### config.mk
export PLATFORM = sky130hd
export DESIGN_NAME = sync_fifo_flags_flat
export DESIGN_NICKNAME = d
export VERILOG_FILES = /design/src/rtl/sync_fifo_flags_if.sv /design/src/rtl/sync_fifo_flags.sv /design/src/flat_wrapper.sv
export SDC_FILE = /design/constraint.sdc
export NUM_CORES = 1
export LEC_CHECK = 0
export CAP_MARGIN = 5
export CORE_MARGIN = 2
export CORE_UTILIZATION = 42
export DETAILED_ROUTE_END_ITERATION = 10
export PLACE_DENSITY = 0.58
export SLEW_MARGIN = 20
export SYNTH_ARGS = -nofsm -noshare
export SYNTH_HDL_FRONTEND = slang
export SYNTH_SLANG_ARGS = --single-unit
### constraint.sdc
create_clock -name clk -period 2.85 [get_ports clk]
set_clock_uncertainty 0.05 [all_clocks]
set_input_delay 0.57 -clock clk [delete_from_list [all_inputs] [get_ports clk]]
set_output_delay 0.57 -clock clk [all_outputs]
set_load 0.02 [all_outputs]
### src/rtl/sync_fifo_flags_if.sv
// Handshake bundle between a producer/consumer pair and a sync_fifo_flags instance.
// The master side drives the requests, and the slave side (the FIFO) returns data and status.
interface sync_fifo_flags_if #(
    parameter int DSIZE = 8,
    parameter int ASIZE = 3
);
    logic             winc;
    logic [DSIZE-1:0] wdata;
    logic             rinc;
    logic [DSIZE-1:0] rdata;
    logic             wfull;
    logic             rempty;
    logic             walmost_full;
    logic             ralmost_empty;
    logic [ASIZE:0]   count;
    logic             overflow;
    logic             underflow;

    modport master (
        output winc, wdata, rinc,
        input  rdata, wfull, rempty, walmost_full, ralmost_empty, count, overflow, underflow
    );

    modport slave (
        input  winc, wdata, rinc,
        output rdata, wfull, rempty, walmost_full, ralmost_empty, count, overflow, underflow
    );
endinterface

### src/rtl/sync_fifo_flags.sv
// Single-clock FIFO with occupancy count, almost-full/almost-empty thresholds,
// an optional first-word-fall-through read port and sticky overflow/underflow flags.
module sync_fifo_flags #(
    parameter int DSIZE     = 8,
    parameter int ASIZE     = 3,
    parameter int FWFT      = 0,
    parameter int AFULL_TH  = (1 << ASIZE) - 2,
    parameter int AEMPTY_TH = 2
) (
    input  logic              clk,
    input  logic              rst,
    sync_fifo_flags_if.slave  bus
);
    localparam int             DEPTH    = 1 << ASIZE;
    localparam logic [ASIZE:0] DEPTH_V  = (ASIZE+1)'(DEPTH);
    localparam logic [ASIZE:0] AFULL_V  = (ASIZE+1)'(AFULL_TH);
    localparam logic [ASIZE:0] AEMPTY_V = (ASIZE+1)'(AEMPTY_TH);

    logic [DSIZE-1:0] mem_q [DEPTH];
    logic [ASIZE-1:0] wptr_q, wptr_d;
    logic [ASIZE-1:0] rptr_q, rptr_d;
    logic [ASIZE:0]   count_q, count_d;
    logic [DSIZE-1:0] rdata_q, rdata_d;
    logic             wfull_q, wfull_d;
    logic             rempty_q, rempty_d;
    logic             afull_q, afull_d;
    logic             aempty_q, aempty_d;
    logic             overflow_q, overflow_d;
    logic             underflow_q, underflow_d;
    logic             wr_acc_s, rd_acc_s;

    // Acceptance, pointer/count update and next-state flag decode.
    always_comb begin
        wr_acc_s    = bus.winc && !wfull_q;
        rd_acc_s    = bus.rinc && !rempty_q;
        wptr_d      = wr_acc_s ? wptr_q + ASIZE'(1) : wptr_q;
        rptr_d      = rd_acc_s ? rptr_q + ASIZE'(1) : rptr_q;
        rdata_d     = rd_acc_s ? mem_q[rptr_q] : rdata_q;
        count_d     = count_q;
        case ({wr_acc_s, rd_acc_s})
            2'b10:   count_d = count_q + (ASIZE+1)'(1);
            2'b01:   count_d = count_q - (ASIZE+1)'(1);
            default: count_d = count_q;
        endcase
        // Flags are registered from the next count so they match a decode of count_q.
        wfull_d     = (count_d == DEPTH_V);
        rempty_d    = (count_d == '0);
        afull_d     = (count_d >= AFULL_V);
        aempty_d    = (count_d <= AEMPTY_V);
        overflow_d  = overflow_q  || (bus.winc && wfull_q);
        underflow_d = underflow_q || (bus.rinc && rempty_q);
    end

    // Control and status registers with synchronous reset.
    always_ff @(posedge clk) begin
        if (rst) begin
            wptr_q      <= '0;
            rptr_q      <= '0;
            count_q     <= '0;
            rdata_q     <= '0;
            wfull_q     <= 1'b0;
            rempty_q    <= 1'b1;
            afull_q     <= 1'b0;
            aempty_q    <= 1'b1;
            overflow_q  <= 1'b0;
            underflow_q <= 1'b0;
        end else begin
            wptr_q      <= wptr_d;
            rptr_q      <= rptr_d;
            count_q     <= count_d;
            rdata_q     <= rdata_d;
            wfull_q     <= wfull_d;
            rempty_q    <= rempty_d;
            afull_q     <= afull_d;
            aempty_q    <= aempty_d;
            overflow_q  <= overflow_d;
            underflow_q <= underflow_d;
        end
    end

    // Storage array; deliberately not reset.
    always_ff @(posedge clk) begin
        if (wr_acc_s && !rst) begin
            mem_q[wptr_q] <= bus.wdata;
        end
    end

    assign bus.rdata         = (FWFT != 0) ? mem_q[rptr_q] : rdata_q;
    assign bus.wfull         = wfull_q;
    assign bus.rempty        = rempty_q;
    assign bus.walmost_full  = afull_q;
    assign bus.ralmost_empty = aempty_q;
    assign bus.count         = count_q;
    assign bus.overflow      = overflow_q;
    assign bus.underflow     = underflow_q;
endmodule

### src/flat_wrapper.sv
// flat-port wrapper written by rule: the top's interface ports become plain ports
module sync_fifo_flags_flat 
#(
    parameter int DSIZE     = 8,
    parameter int ASIZE     = 3,
    parameter int FWFT      = 0,
    parameter int AFULL_TH  = (1 << ASIZE) - 2,
    parameter int AEMPTY_TH = 2
)
  (clk, rst, bus_winc, bus_wdata, bus_rinc, bus_rdata, bus_wfull, bus_rempty, bus_walmost_full, bus_ralmost_empty, bus_count, bus_overflow, bus_underflow);
  sync_fifo_flags_if #(.DSIZE(DSIZE), .ASIZE(ASIZE)) bus_i ();
  input  logic clk;
  input  logic rst;
  input wire logic [$bits(bus_i.winc)-1:0] bus_winc;
  input wire logic [$bits(bus_i.wdata)-1:0] bus_wdata;
  input wire logic [$bits(bus_i.rinc)-1:0] bus_rinc;
  output wire logic [$bits(bus_i.rdata)-1:0] bus_rdata;
  output wire logic [$bits(bus_i.wfull)-1:0] bus_wfull;
  output wire logic [$bits(bus_i.rempty)-1:0] bus_rempty;
  output wire logic [$bits(bus_i.walmost_full)-1:0] bus_walmost_full;
  output wire logic [$bits(bus_i.ralmost_empty)-1:0] bus_ralmost_empty;
  output wire logic [$bits(bus_i.count)-1:0] bus_count;
  output wire logic [$bits(bus_i.overflow)-1:0] bus_overflow;
  output wire logic [$bits(bus_i.underflow)-1:0] bus_underflow;
  assign bus_i.winc = bus_winc;
  assign bus_i.wdata = bus_wdata;
  assign bus_i.rinc = bus_rinc;
  assign bus_rdata = bus_i.rdata;
  assign bus_wfull = bus_i.wfull;
  assign bus_rempty = bus_i.rempty;
  assign bus_walmost_full = bus_i.walmost_full;
  assign bus_ralmost_empty = bus_i.ralmost_empty;
  assign bus_count = bus_i.count;
  assign bus_overflow = bus_i.overflow;
  assign bus_underflow = bus_i.underflow;
  sync_fifo_flags #(.DSIZE(DSIZE), .ASIZE(ASIZE), .FWFT(FWFT), .AFULL_TH(AFULL_TH), .AEMPTY_TH(AEMPTY_TH)) u_core (.clk(clk), .rst(rst), .bus(bus_i));
endmodule
==> impl_metrics.prom, run 1 <==
# TYPE chip_impl_metric gauge
chip_impl_metric{name="largest_net_degree_at_the_start_of_global_routing",unit=""} 19
chip_impl_metric{name="crit_path_max_incr_delay",unit="ps"} 480
chip_impl_metric{name="initial_utilization",unit="%"} 43.0
chip_impl_metric{name="synth-seq-area-share",unit="%"} 68.7
chip_impl_metric{name="psw",unit="mW"} 0.816
chip_impl_info{name="worst-setup-path-type",value="primary input to flip-flop"} 1
chip_impl_metric{name="power_switching_share",unit="%"} 25.7
chip_impl_metric{name="final_layout_setup_total_negative_slack",unit="ps"} 0
chip_impl_metric{name="clk_path_buf_depth",unit=""} 2
chip_impl_metric{name="worst-r2r-cell-count",unit=""} 10
chip_impl_metric{name="worst-path-max-fanout",unit=""} 5
chip_impl_info{name="cpMaxStageDelayCell",value="sky130_fd_sc_hd__clkdlybuf4s50_1"} 1
chip_impl_metric{name="place.port_buffers",unit=""} 29
chip_impl_metric{name="numCtsBuffers",unit=""} 9
chip_impl_info{name="rsz0062_at_grt",value="false"} 1
chip_impl_metric{name="drv.max_cap_violation_count",unit=""} 0
chip_impl_info{name="holdPathEnd",value="u_core.bus.underflow$_SDFF_PP0_"} 1
chip_impl_info{name="critical_path.reg2reg.startpoint",value="u_core.bus.rempty$_SDFF_PP1_"} 1
chip_impl_metric{name="worst-slew-pin-transition",unit="ps"} 693
chip_impl_metric{name="ys.warnings.count",unit=""} 0
chip_impl_info{name="tritoncts",value="yes"} 1
chip_impl_info{name="cpLargestDelayFamily",value="simple AND/OR/NAND/NOR gates"} 1
chip_impl_metric{name="maxSlewViolCount",unit=""} 0
chip_impl_metric{name="finalHoldViolations",unit=""} 0
chip_impl_metric{name="dp.final_hpwl",unit="mm"} 4.18
chip_impl_metric{name="fp.dieH",unit="um"} 95.3
chip_impl_metric{name="fp.coreArea",unit="sq um"} 8130
chip_impl_metric{name="combinational_power_share",unit="%"} 19.5
chip_impl_metric{name="synth.cell_area",unit="sq um"} 3500
chip_impl_metric{name="number_of_antenna_violations_at_the_first_check_in_global_routing",unit=""} 0
chip_impl_metric{name="area_growth_syn_to_layout",unit="%"} 22.7
chip_impl_metric{name="postRouteAntennaNets",unit=""} 0
chip_impl_metric{name="clock_sink_count",unit=""} 88
chip_impl_metric{name="track_usage",unit="%"} 15.8
chip_impl_metric{name="first_global_vias",unit=""} 1863
chip_impl_metric{name="routabilityCongestion",unit=""} 0.712
chip_impl_metric{name="antenna_cells",unit=""} 0
chip_impl_metric{name="syn-mean-instance-area",unit="sq um"} 16.3
chip_impl_metric{name="instances_no_fill",unit=""} 374
chip_impl_metric{name="gr-total-overflow",unit=""} 0
chip_impl_metric{name="internal-power",unit="mW"} 2.35
chip_impl_metric{name="final_period_utilization",unit="%"} 86.5
chip_impl_metric{name="placedCellCount",unit=""} 358
chip_impl_metric{name="worst-path-buf-inv",unit=""} 2
chip_impl_info{name="worstSetupEndpointType",value="flip-flop"} 1
chip_impl_metric{name="route.detailed.vias_per_inst",unit=""} 5.17
chip_impl_metric{name="fillCellCount",unit=""} 673
chip_impl_metric{name="synth_fp_nets",unit=""} 230
chip_impl_info{name="status",value="finished clean"} 1
chip_impl_metric{name="cts.reportedPaths.clkPinSlew",unit="ps"} 90
chip_impl_metric{name="headroom_to_the_max_slew_limit",unit="%"} 53.7
chip_impl_metric{name="crit_arrival",unit="ps"} 2720
chip_impl_metric{name="final_setup_viols",unit=""} 0
chip_impl_metric{name="post_cts_buffers",unit=""} 0
chip_impl_metric{name="fmax",unit="MHz"} 406
chip_impl_metric{name="post_cts_resize_count",unit=""} 0
chip_impl_metric{name="cts_hold_repair.buffers",unit=""} 0
chip_impl_metric{name="drive_above_1_share",unit="%"} 23.8
chip_impl_metric{name="min_path_cells",unit=""} 2
chip_impl_metric{name="drt_iter0_drc",unit=""} 112
chip_impl_metric{name="r2r_slack",unit="ps"} 740
chip_impl_info{name="hold_path.class",value="flip-flop to flip-flop"} 1
chip_impl_metric{name="final_core_util",unit="%"} 52.8
chip_impl_metric{name="post_synth_num_cell_types",unit=""} 44
chip_impl_metric{name="clock_group_share_of_total_power",unit="%"} 32.7
chip_impl_metric{name="static-leakage-power",unit="nW"} 1.43
chip_impl_metric{name="synth-seq-cells",unit=""} 88
chip_impl_info{name="regToRegEndpoint",value="u_core.bus.walmost_full$_SDFF_PP0_"} 1
chip_impl_metric{name="period_needed",unit="ps"} 2460
chip_impl_metric{name="dieArea",unit="sq um"} 9080
chip_impl_info{name="yosys_most_used_dff",value="sky130_fd_sc_hd__edfxtp_1"} 1
chip_impl_metric{name="syn-instance-count",unit=""} 214
chip_impl_metric{name="power_density_normalized_to_cell_area",unit="nW/um^2"} 738
chip_impl_metric{name="sequentialPowerShare",unit="%"} 47.8
chip_impl_info{name="root_buffer",value="sky130_fd_sc_hd__clkbuf_8"} 1
chip_impl_info{name="crit_chain",value="clkdlybuf4s50_1 > nor2b_4 > clkinv_8 > ha_1 > and4b_1 > o21ai_1 > a221oi_2 > xor2_1 > and3_1"} 1
chip_impl_info{name="holdCritStartpoint",value="u_core.bus.underflow$_SDFF_PP0_"} 1
chip_impl_info{name="startpoint_class_of_the_critical_path",value="primary input"} 1
chip_impl_metric{name="h-tree-depth",unit=""} 3
chip_impl_metric{name="grt_first_pass_wirelength",unit="mm"} 10.0
chip_impl_metric{name="die_w",unit="um"} 95.3
chip_impl_metric{name="synth_async_sr_flop_share",unit="%"} 0
chip_impl_metric{name="detail_route.first_pass.iterations",unit=""} 5
chip_impl_metric{name="insertion_delay",unit="ps"} 360
chip_impl_metric{name="fp-row-count",unit=""} 33
chip_impl_metric{name="ios",unit=""} 30
chip_impl_metric{name="synth_enable_flop_cells",unit=""} 64
chip_impl_metric{name="detail_route.wl_per_cell",unit="um"} 17.3
chip_impl_metric{name="drt_drc_violations_left",unit=""} 0
chip_impl_metric{name="detail_route.wirelength",unit="mm"} 6.47
chip_impl_metric{name="via_count",unit=""} 1934
chip_impl_metric{name="worst_ir_drop_vdd",unit="mV"} 0.322
chip_impl_metric{name="final_nets",unit=""} 280
chip_impl_metric{name="critical_path_required",unit="ps"} 3110
## registers in the layout (all words and copies together) (netlist names)
name	cells
u_core.bus.count	4
u_core.bus.overflow	1
u_core.bus.ralmost_empty	1
u_core.bus.rdata	8
u_core.bus.rempty	1
u_core.bus.underflow	1
u_core.bus.walmost_full	1
u_core.bus.wfull	1
u_core.mem_q	64
u_core.rptr_q	3
u_core.wptr_q	3
## worst max path at each step
| stage | from | end | slack (ps) | cells after the start |
|---|---|---|---|---|
| final | bus_winc | u_core.bus.wfull$_SDFF_PP0_ | 390 | 9 |
| after global routing | bus_winc | u_core.bus.ralmost_empty$_SDFF_PP1_ | 280 | 9 |
| after CTS | bus_winc | u_core.bus.ralmost_empty$_SDFF_PP1_ | 390 | 9 |
| after detailed placement | bus_winc | u_core.bus.ralmost_empty$_SDFF_PP1_ | 9 | 9 |
| after global placement | bus_winc | u_core.bus.ralmost_empty$_SDFF_PP1_ | 40 | 9 |
| after floorplan | bus_rinc | u_core.bus.walmost_full$_SDFF_PP0_ | 320 | 11 |
## Yosys cell counts, types with 2 or more instances
cell | count | area [sq um]
sky130_fd_sc_hd__nand2_1 | 11 | 41.3
sky130_fd_sc_hd__buf_2 | 2 | 10.0
sky130_fd_sc_hd__mux4_2 | 16 | 360
sky130_fd_sc_hd__xor2_1 | 3 | 26.3
sky130_fd_sc_hd__a21oi_1 | 5 | 25.0
sky130_fd_sc_hd__nor3b_1 | 2 | 15.0
sky130_fd_sc_hd__clkbuf_1 | 8 | 30.0
sky130_fd_sc_hd__nor4_1 | 2 | 12.5
sky130_fd_sc_hd__nor3_1 | 4 | 20.0
sky130_fd_sc_hd__dfxtp_1 | 24 | 480
sky130_fd_sc_hd__xnor2_1 | 4 | 35.0
sky130_fd_sc_hd__nor4b_1 | 2 | 17.5
sky130_fd_sc_hd__nor2_1 | 17 | 63.8
sky130_fd_sc_hd__a31oi_1 | 2 | 12.5
sky130_fd_sc_hd__edfxtp_1 | 64 | 1920
sky130_fd_sc_hd__mux2i_1 | 8 | 80.1
sky130_fd_sc_hd__inv_1 | 2 | 7.51
sky130_fd_sc_hd__nor2b_1 | 2 | 12.5
sky130_fd_sc_hd__a211oi_1 | 8 | 60.1
sky130_fd_sc_hd__ha_1 | 4 | 50.1
## power by group through the flow
stage / registers, mW / clock network (mW) / logic (mW)
global route: 1.52 / 1.11 / 0.675
floorplan: 1.59 / 0 / 0.340
CTS: 1.51 / 1.06 / 0.627
finish: 1.51 / 1.04 / 0.619
global placement: 1.54 / 0 / 0.622
detailed placement: 1.54 / 0 / 0.625
## stage by stage
stage | total power, mW | setup WS, ps | area, sq um | hold slack, ps
6_report | 3.17 | 385 | 4290 | 428
5_1_grt | 3.31 | 281 | 4290 | 460
4_1_cts | 3.20 | 394 | 4290 | 436
3_5_place_dp | 2.17 | 9.12 | 4050 | 416
3_3_place_gp | 2.16 | 43.9 | 4050 | 404
2_1_floorplan | 1.93 | 325 | 3500 | 442
## layer usage
metal	share of wire, %	up-vias	GRT usage, %
met1	46	958	20.2
met2	49	35	25.5
met4	1.9	0	7.97
li1	-	931	-
met3	3.0	10	3.32
met5	0	-	0
## cells in the final DEF, fill, tap and decap left out, types with 2 or more instances in the layout
cell,count
sky130_fd_sc_hd__a211oi_1,8
sky130_fd_sc_hd__a21oi_1,5
sky130_fd_sc_hd__a31oi_1,2
sky130_fd_sc_hd__buf_4,22
sky130_fd_sc_hd__bufinv_16,3
sky130_fd_sc_hd__clkbuf_8,9
sky130_fd_sc_hd__clkdlybuf4s50_1,29
sky130_fd_sc_hd__clkinv_1,2
sky130_fd_sc_hd__dfxtp_1,24
sky130_fd_sc_hd__edfxtp_1,64
sky130_fd_sc_hd__ha_1,4
sky130_fd_sc_hd__inv_1,2
sky130_fd_sc_hd__mux2i_1,8
sky130_fd_sc_hd__mux4_2,16
sky130_fd_sc_hd__nand2_1,11
sky130_fd_sc_hd__nor2_1,17
sky130_fd_sc_hd__nor2b_1,2
sky130_fd_sc_hd__nor3_1,4
sky130_fd_sc_hd__nor3b_1,2
sky130_fd_sc_hd__nor4_2,2
sky130_fd_sc_hd__nor4b_2,2
sky130_fd_sc_hd__xnor2_1,4
sky130_fd_sc_hd__xor2_1,3
## worst register-to-register path: cells and delay by family, from the launching register on
kind / cells / cell delay [ps]
AND/OR/NAND/NOR: 3 / 770
AO/OA/AOI/OAI: 4 / 530
flip-flops: 1 / 320
adder cells (fa/ha/maj): 1 / 160
XOR/XNOR: 1 / 140
buffers and inverters: 1 / 100
## area by class of cell
| cell class | instances | area [sq um] | area share [%] |
|---|---|---|---|
| tap | 105 | 131 | 3.06 |
| clock inverter | 7 | 118 | 2.74 |
| sequential | 88 | 2400 | 56.0 |
| inverter | 4 | 30.0 | 0.700 |
| multi-input combinational | 110 | 1030 | 24.0 |
| clock buffer | 9 | 124 | 2.89 |
| timing repair buffer | 51 | 455 | 10.6 |
## kinds of logic after synthesis
kind of cell               Yosys count  synth area share (%)
DFF                                 88                  68.7
and+or+nand+nor                     49                  7.22
muxes                               25                  12.9
xor gates and xnor gates             7                  1.75
buffers and inverters               16                  2.54
adders and majority gates            4                  1.43
AOI/OAI and AO/OA                   25                  5.47
Power figures use the tool's default switching activity.
==> run 2, diff against run 1 <==
- PLACE_DENSITY: 0.58 -> 0.59
==> impl_metrics.prom, run 2 (synthesized netlist as in run 1, its figures left out) <==
# TYPE chip_impl_metric gauge
chip_impl_info{name="status",value="finished clean"} 1
chip_impl_metric{name="final_period_utilization",unit="%"} 87.8
chip_impl_metric{name="first_global_vias",unit=""} 1837
chip_impl_metric{name="worst-r2r-cell-count",unit=""} 10
chip_impl_metric{name="postLayoutCellArea",unit="sq um"} 4200
chip_impl_metric{name="worst-path-max-fanout",unit=""} 4
chip_impl_info{name="tritoncts",value="yes"} 1
chip_impl_info{name="holdCritStartpoint",value="u_core.bus.underflow$_SDFF_PP0_"} 1
chip_impl_metric{name="detail_route.wirelength",unit="mm"} 6.39
chip_impl_info{name="hold_path.class",value="flip-flop to flip-flop"} 1
chip_impl_metric{name="antenna_cells",unit=""} 0
chip_impl_metric{name="numCtsBuffers",unit=""} 9
chip_impl_metric{name="detail_route.first_pass.iterations",unit=""} 4
chip_impl_metric{name="insertion_delay",unit="ps"} 360
chip_impl_metric{name="power_density_normalized_to_cell_area",unit="nW/um^2"} 715
chip_impl_metric{name="headroom_to_the_max_slew_limit",unit="%"} 54.7
chip_impl_metric{name="final.setup.worst_slack",unit="ps"} 347
chip_impl_metric{name="gr-total-overflow",unit=""} 0
chip_impl_metric{name="largest_net_degree_at_the_start_of_global_routing",unit=""} 20
chip_impl_metric{name="maxSlewViolCount",unit=""} 0
chip_impl_info{name="layout_common_cells",value="sky130_fd_sc_hd__edfxtp_1, sky130_fd_sc_hd__clkdlybuf4s50_1, sky130_fd_sc_hd__dfxtp_1"} 1
chip_impl_metric{name="final_setup_viols",unit=""} 0
chip_impl_metric{name="drt_drc_violations_left",unit=""} 0
chip_impl_info{name="startpoint_class_of_the_critical_path",value="primary input"} 1
chip_impl_metric{name="die_w",unit="um"} 95.3
chip_impl_metric{name="postRouteAntennaNets",unit=""} 0
chip_impl_metric{name="cts.reportedPaths.clkPinSlew",unit="ps"} 90
chip_impl_metric{name="power.total",unit="mW"} 3.01
chip_impl_metric{name="route.detailed.vias_per_inst",unit=""} 5.12
chip_impl_metric{name="finalHoldViolations",unit=""} 0
chip_impl_metric{name="fp-row-count",unit=""} 33
chip_impl_metric{name="drv.max_cap_violation_count",unit=""} 0
chip_impl_metric{name="r2r_slack",unit="ps"} 710
chip_impl_metric{name="detail_route.wl_per_cell",unit="um"} 17.3
chip_impl_info{name="final_common_cell",value="sky130_fd_sc_hd__edfxtp_1"} 1
chip_impl_info{name="critical_path.reg2reg.startpoint",value="u_core.bus.wfull$_SDFF_PP0_"} 1
chip_impl_metric{name="dieArea",unit="sq um"} 9080
chip_impl_info{name="regToRegEndpoint",value="u_core.bus.walmost_full$_SDFF_PP0_"} 1
chip_impl_metric{name="place.port_buffers",unit=""} 29
chip_impl_metric{name="worst-slew-pin-transition",unit="ps"} 679
chip_impl_info{name="holdPathEnd",value="u_core.bus.underflow$_SDFF_PP0_"} 1
chip_impl_metric{name="area_growth_syn_to_layout",unit="%"} 20.2
chip_impl_info{name="root_buffer",value="sky130_fd_sc_hd__clkbuf_8"} 1
chip_impl_metric{name="number_of_antenna_violations_at_the_first_check_in_global_routing",unit=""} 0
chip_impl_metric{name="fmax",unit="MHz"} 400
chip_impl_metric{name="final_nets",unit=""} 275
chip_impl_metric{name="post_cts_resize_count",unit=""} 0
chip_impl_metric{name="post_cts_buffers",unit=""} 0
chip_impl_metric{name="critical_path_required",unit="ps"} 3110
chip_impl_metric{name="routabilityCongestion",unit=""} 0.738
chip_impl_metric{name="via_count",unit=""} 1890
chip_impl_metric{name="initial_utilization",unit="%"} 43.0
chip_impl_metric{name="largest_reg_flops",unit=""} 64
chip_impl_metric{name="cts_hold_repair.buffers",unit=""} 0
chip_impl_metric{name="drt_iter0_drc",unit=""} 102
chip_impl_metric{name="dp_worst_setup_slack",unit="ps"} -32.5
chip_impl_metric{name="fp.dieH",unit="um"} 95.3
chip_impl_metric{name="track_usage",unit="%"} 16.0
chip_impl_metric{name="grt_first_pass_wirelength",unit="mm"} 10.1
chip_impl_metric{name="dp.final_hpwl",unit="mm"} 4.13
chip_impl_metric{name="clk_path_buf_depth",unit=""} 2
chip_impl_metric{name="static-leakage-power",unit="nW"} 1.38
chip_impl_metric{name="fillCellCount",unit=""} 674
chip_impl_metric{name="worst_ir_drop_vdd",unit="mV"} 0.293
chip_impl_metric{name="period_needed",unit="ps"} 2500
chip_impl_info{name="max_flop_register",value="u_core.mem_q"} 1
chip_impl_info{name="worst-setup-path-type",value="primary input to flip-flop"} 1
chip_impl_metric{name="h-tree-depth",unit=""} 3
chip_impl_metric{name="placed_area",unit="sq um"} 4000
chip_impl_metric{name="clock_sink_count",unit=""} 88
chip_impl_metric{name="ios",unit=""} 30
chip_impl_metric{name="fp.coreArea",unit="sq um"} 8130
chip_impl_metric{name="crit_arrival",unit="ps"} 2760
chip_impl_info{name="worstSetupEndpointType",value="flip-flop"} 1
chip_impl_metric{name="min_path_cells",unit=""} 2
chip_impl_info{name="rsz0062_at_grt",value="false"} 1
chip_impl_metric{name="drive_above_1_share",unit="%"} 22.0
run 2: cell count changes in the layout (fill, tap and decap cells not counted), sizes merged:
cell      previous run  this run
clkinvlp             0         1
buf                 22        17
bufinv               3         1
clkinv               3         2
clkbuf               9        10
inv                  5         6
run 2: where the power goes:
| group | internal [mW] | switching, mW | total (mW) | leakage [nW] |
|---|---|---|---|---|
| logic | 0.309 | 0.303 | 0.612 | 0.502 |
| registers | 1.45 | 0.0610 | 1.51 | 0.775 |
| clock network | 0.419 | 0.460 | 0.880 | 0.0994 |
| total | 2.18 | 0.824 | 3.01 | 1.38 |
run 2: area by class of cell:
type                       count  area [sq um]  share of cell area (%)
clock inverter                 6          75.1                    1.79
clock buffer                  10           128                    3.04
timing repair buffer          46           418                    9.94
sequential                    88          2400                    57.1
multi-input combinational    110          1020                    24.3
tap                          105           131                    3.13
inverter                       4          30.0                   0.714
run 2: stage by stage:
stage	hold WS (ps)	instances	TNS (ps)	util, %
floorplan	442	214	0	-
global placement	396	353	0	49.2
detailed placement	410	353	-54.0	49.2
CTS	430	369	0	51.7
global route	460	369	0	51.7
finish	420	369	0	51.7
run 2: worst max path at each step:
stage,from,to,slack (ps),cells after the start
2_1_floorplan,bus_rinc,u_core.bus.walmost_full$_SDFF_PP0_,320,11
3_3_place_gp,bus_winc,u_core.bus.ralmost_empty$_SDFF_PP1_,50,9
3_5_place_dp,bus_winc,u_core.bus.walmost_full$_SDFF_PP0_,-30,11
4_1_cts,bus_winc,u_core.bus.walmost_full$_SDFF_PP0_,360,11
5_1_grt,bus_winc,u_core.bus.ralmost_empty$_SDFF_PP1_,210,9
6_report,bus_winc,u_core.bus.walmost_full$_SDFF_PP0_,350,11
run 2: metal layers:
| layer | global-route usage, % | vias to the layer above | routed length, um |
|---|---|---|---|
| met5 | 0 | - | 0 |
| met2 | 25.9 | 35 | 3310 |
| met1 | 20.2 | 931 | 2770 |
| met4 | 6.52 | 0 | 123 |
| li1 | - | 915 | - |
| met3 | 4.74 | 9 | 187 |
run 2: critical path, cell delays in order:
cell and delay [ps]:
sky130_fd_sc_hd__clkdlybuf4s50_1 480, sky130_fd_sc_hd__nor2b_4 240, sky130_fd_sc_hd__clkinv_8 70, sky130_fd_sc_hd__nand2_1 80
sky130_fd_sc_hd__xnor2_1 120, sky130_fd_sc_hd__ha_1 160, sky130_fd_sc_hd__a21oi_1 50, sky130_fd_sc_hd__a21boi_4 160
sky130_fd_sc_hd__or4_1 500, sky130_fd_sc_hd__a21oi_2 190, sky130_fd_sc_hd__a22o_1 150
==> run 3, diff against run 2 <==
- SKIP_LAST_GASP: not set -> 1
- clock period: 2.85 -> 2.5 ns (I/O delays scaled with it)
==> impl_metrics.prom, run 3 (synthesized netlist as in run 1, its figures left out) <==
# TYPE chip_impl_metric gauge
chip_impl_info{name="status",value="finished clean"} 1
chip_impl_metric{name="postRouteAntennaNets",unit=""} 0
chip_impl_metric{name="dieArea",unit="sq um"} 9080
chip_impl_metric{name="final_setup_viols",unit=""} 0
chip_impl_metric{name="maxSlewViolCount",unit=""} 0
chip_impl_info{name="regToRegEndpoint",value="u_core.bus.walmost_full$_SDFF_PP0_"} 1
chip_impl_metric{name="min_path_cells",unit=""} 3
chip_impl_info{name="startpoint_class_of_the_critical_path",value="primary input"} 1
chip_impl_metric{name="track_usage",unit="%"} 15.2
chip_impl_info{name="hold_path.class",value="primary input to flip-flop"} 1
chip_impl_info{name="root_buffer",value="sky130_fd_sc_hd__clkbuf_8"} 1
chip_impl_metric{name="worst-slew-pin-transition",unit="ps"} 606
chip_impl_info{name="rsz0062_at_grt",value="false"} 1
chip_impl_metric{name="detail_route.wirelength",unit="mm"} 6.38
chip_impl_metric{name="number_of_antenna_violations_at_the_first_check_in_global_routing",unit=""} 0
chip_impl_metric{name="worst_ir_drop_vdd",unit="mV"} 0.515
chip_impl_metric{name="fin_worst_hold_slack",unit="ps"} 366
chip_impl_metric{name="fp.dieH",unit="um"} 95.3
chip_impl_metric{name="final_core_util",unit="%"} 52.5
chip_impl_metric{name="power_density_normalized_to_cell_area",unit="nW/um^2"} 788
chip_impl_info{name="final_common_cell",value="sky130_fd_sc_hd__edfxtp_1"} 1
chip_impl_metric{name="first_global_vias",unit=""} 1825
chip_impl_metric{name="die_w",unit="um"} 95.3
chip_impl_metric{name="clock_sink_count",unit=""} 88
chip_impl_metric{name="headroom_to_the_max_slew_limit",unit="%"} 59.6
chip_impl_info{name="layout_common_cells",value="sky130_fd_sc_hd__edfxtp_1, sky130_fd_sc_hd__clkdlybuf4s50_1, sky130_fd_sc_hd__buf_4, sky130_fd_sc_hd__dfxtp_1, sky130_fd_sc_hd__nor2_1"} 1
chip_impl_metric{name="largest_reg_flops",unit=""} 64
chip_impl_metric{name="final_nets",unit=""} 282
chip_impl_metric{name="worst-r2r-cell-count",unit=""} 10
chip_impl_metric{name="cts.reportedPaths.clkPinSlew",unit="ps"} 80
chip_impl_metric{name="area_growth_syn_to_layout",unit="%"} 22.1
chip_impl_metric{name="dp.final_hpwl",unit="mm"} 4.04
chip_impl_metric{name="insertion_delay",unit="ps"} 350
chip_impl_metric{name="fmax",unit="MHz"} 425
chip_impl_metric{name="finalHoldViolations",unit=""} 0
chip_impl_metric{name="fp-row-count",unit=""} 33
chip_impl_metric{name="fillCellCount",unit=""} 668
chip_impl_metric{name="antenna_cells",unit=""} 0
chip_impl_metric{name="largest_net_degree_at_the_start_of_global_routing",unit=""} 20
chip_impl_metric{name="drt_drc_violations_left",unit=""} 0
chip_impl_metric{name="period_needed",unit="ps"} 2350
chip_impl_metric{name="routabilityCongestion",unit=""} 0.743
chip_impl_metric{name="initial_utilization",unit="%"} 43.0
chip_impl_metric{name="gr-total-overflow",unit=""} 0
chip_impl_metric{name="instances_no_fill",unit=""} 376
chip_impl_metric{name="power.total",unit="mW"} 3.37
chip_impl_metric{name="crit_arrival",unit="ps"} 2600
chip_impl_metric{name="drt_iter0_drc",unit=""} 102
chip_impl_metric{name="detail_route.first_pass.iterations",unit=""} 4
chip_impl_metric{name="place.port_buffers",unit=""} 29
chip_impl_metric{name="static-leakage-power",unit="nW"} 1.41
chip_impl_metric{name="fp.coreArea",unit="sq um"} 8130
chip_impl_info{name="critical_path.reg2reg.startpoint",value="u_core.bus.rempty$_SDFF_PP1_"} 1
chip_impl_metric{name="r2r_slack",unit="ps"} 360
chip_impl_info{name="tritoncts",value="yes"} 1
chip_impl_info{name="critical_path.endpoint",value="u_core.bus.walmost_full$_SDFF_PP0_"} 1
chip_impl_metric{name="h-tree-depth",unit=""} 3
chip_impl_metric{name="placedCellCount",unit=""} 359
chip_impl_info{name="max_flop_register",value="u_core.mem_q"} 1
chip_impl_metric{name="clk_path_buf_depth",unit=""} 2
chip_impl_metric{name="drv.max_cap_violation_count",unit=""} 0
chip_impl_metric{name="via_count",unit=""} 1924
chip_impl_metric{name="numCtsBuffers",unit=""} 9
chip_impl_metric{name="final_period_utilization",unit="%"} 94.1
chip_impl_metric{name="critical_path_required",unit="ps"} 2750
chip_impl_metric{name="ios",unit=""} 30
chip_impl_metric{name="grt_first_pass_wirelength",unit="mm"} 9.70
chip_impl_metric{name="detail_route.wl_per_cell",unit="um"} 17.0
chip_impl_metric{name="worst-path-max-fanout",unit=""} 4
chip_impl_info{name="worstSetupEndpointType",value="flip-flop"} 1
chip_impl_metric{name="route.detailed.vias_per_inst",unit=""} 5.12
chip_impl_info{name="worstSetupStartpoint",value="bus_rinc"} 1
chip_impl_info{name="worst-setup-path-type",value="primary input to flip-flop"} 1
chip_impl_metric{name="drive_above_1_share",unit="%"} 26.6
## run 3: cell count changes in the layout (fill, tap and decap cells not counted), moves of 2 or more
cell	previous run	this run
sky130_fd_sc_hd__buf_4	17	24
sky130_fd_sc_hd__clkinv_4	1	3
sky130_fd_sc_hd__ha_1	4	2
sky130_fd_sc_hd__ha_2	0	2
## run 3: layout make-up
| cell class | instances | area [sq um] | share of cell area [%] |
|---|---|---|---|
| multi-input combinational | 110 | 1050 | 24.7 |
| clock buffer | 10 | 128 | 2.99 |
| tap | 105 | 131 | 3.08 |
| inverter | 4 | 30.0 | 0.703 |
| sequential | 88 | 2400 | 56.3 |
| clock inverter | 6 | 51.3 | 1.20 |
| timing repair buffer | 53 | 473 | 11.1 |
## run 3: critical path, cell delays in order
cell and delay [ps]:
sky130_fd_sc_hd__clkdlybuf4s50_1 490, sky130_fd_sc_hd__nand2b_2 100, sky130_fd_sc_hd__inv_4 80, sky130_fd_sc_hd__nand2_2 60, sky130_fd_sc_hd__xnor2_2 150, sky130_fd_sc_hd__ha_2 190, sky130_fd_sc_hd__a21oi_2 40, sky130_fd_sc_hd__a21boi_4 160
sky130_fd_sc_hd__or4_4 540, sky130_fd_sc_hd__a21oi_4 150, sky130_fd_sc_hd__a22o_1 140
## run 3: how the worst min path moves through the flow
stage                                                from                              end  slack [ps]
final                                            bus_winc   u_core.bus.overflow$_SDFF_PP0_         370
after global routing                             bus_winc   u_core.bus.overflow$_SDFF_PP0_         360
after CTS                 u_core.bus.underflow$_SDFF_PP0_  u_core.bus.underflow$_SDFF_PP0_         430
after detailed placement  u_core.bus.underflow$_SDFF_PP0_  u_core.bus.underflow$_SDFF_PP0_         410
after global placement     u_core.bus.overflow$_SDFF_PP0_   u_core.bus.overflow$_SDFF_PP0_         400
after floorplan             u_core.wptr_q[2]$_SDFFE_PP0P_    u_core.wptr_q[2]$_SDFFE_PP0P_         440
## run 3: power breakdown
part           switching, mW  internal (mW)
Clock                  0.517          0.374
Sequential            0.0679           1.66
Combinational          0.363          0.388
## run 3: what timing repair did
| action | CTS | global route |
|---|---|---|
| hold buffers | 0 | 0 |
| setup buffers | 0 | 1 |
| resized for setup | 0 | 9 |
| endpoints found under the setup margin | 0 | 5 |
## run 3: per-stage QoR
step	TNS (ps)	instance area [sq um]	setup WS (ps)
after floorplan	0	3500	23.5
after global placement	-1160	4050	-236
after detailed placement	-1460	4050	-286
after CTS	0	4230	79.4
after global routing	0	4270	46.5
final	0	4270	148
## run 3: metal layers
metal / vias to the layer above / routed length (um) / track usage, %
met5: - / 0 / 0
met4: 0 / 74 / 4.71
met3: 8 / 174 / 3.79
met2: 27 / 3270 / 25.4
met1: 961 / 2860 / 19.5
li1: 928 / - / -
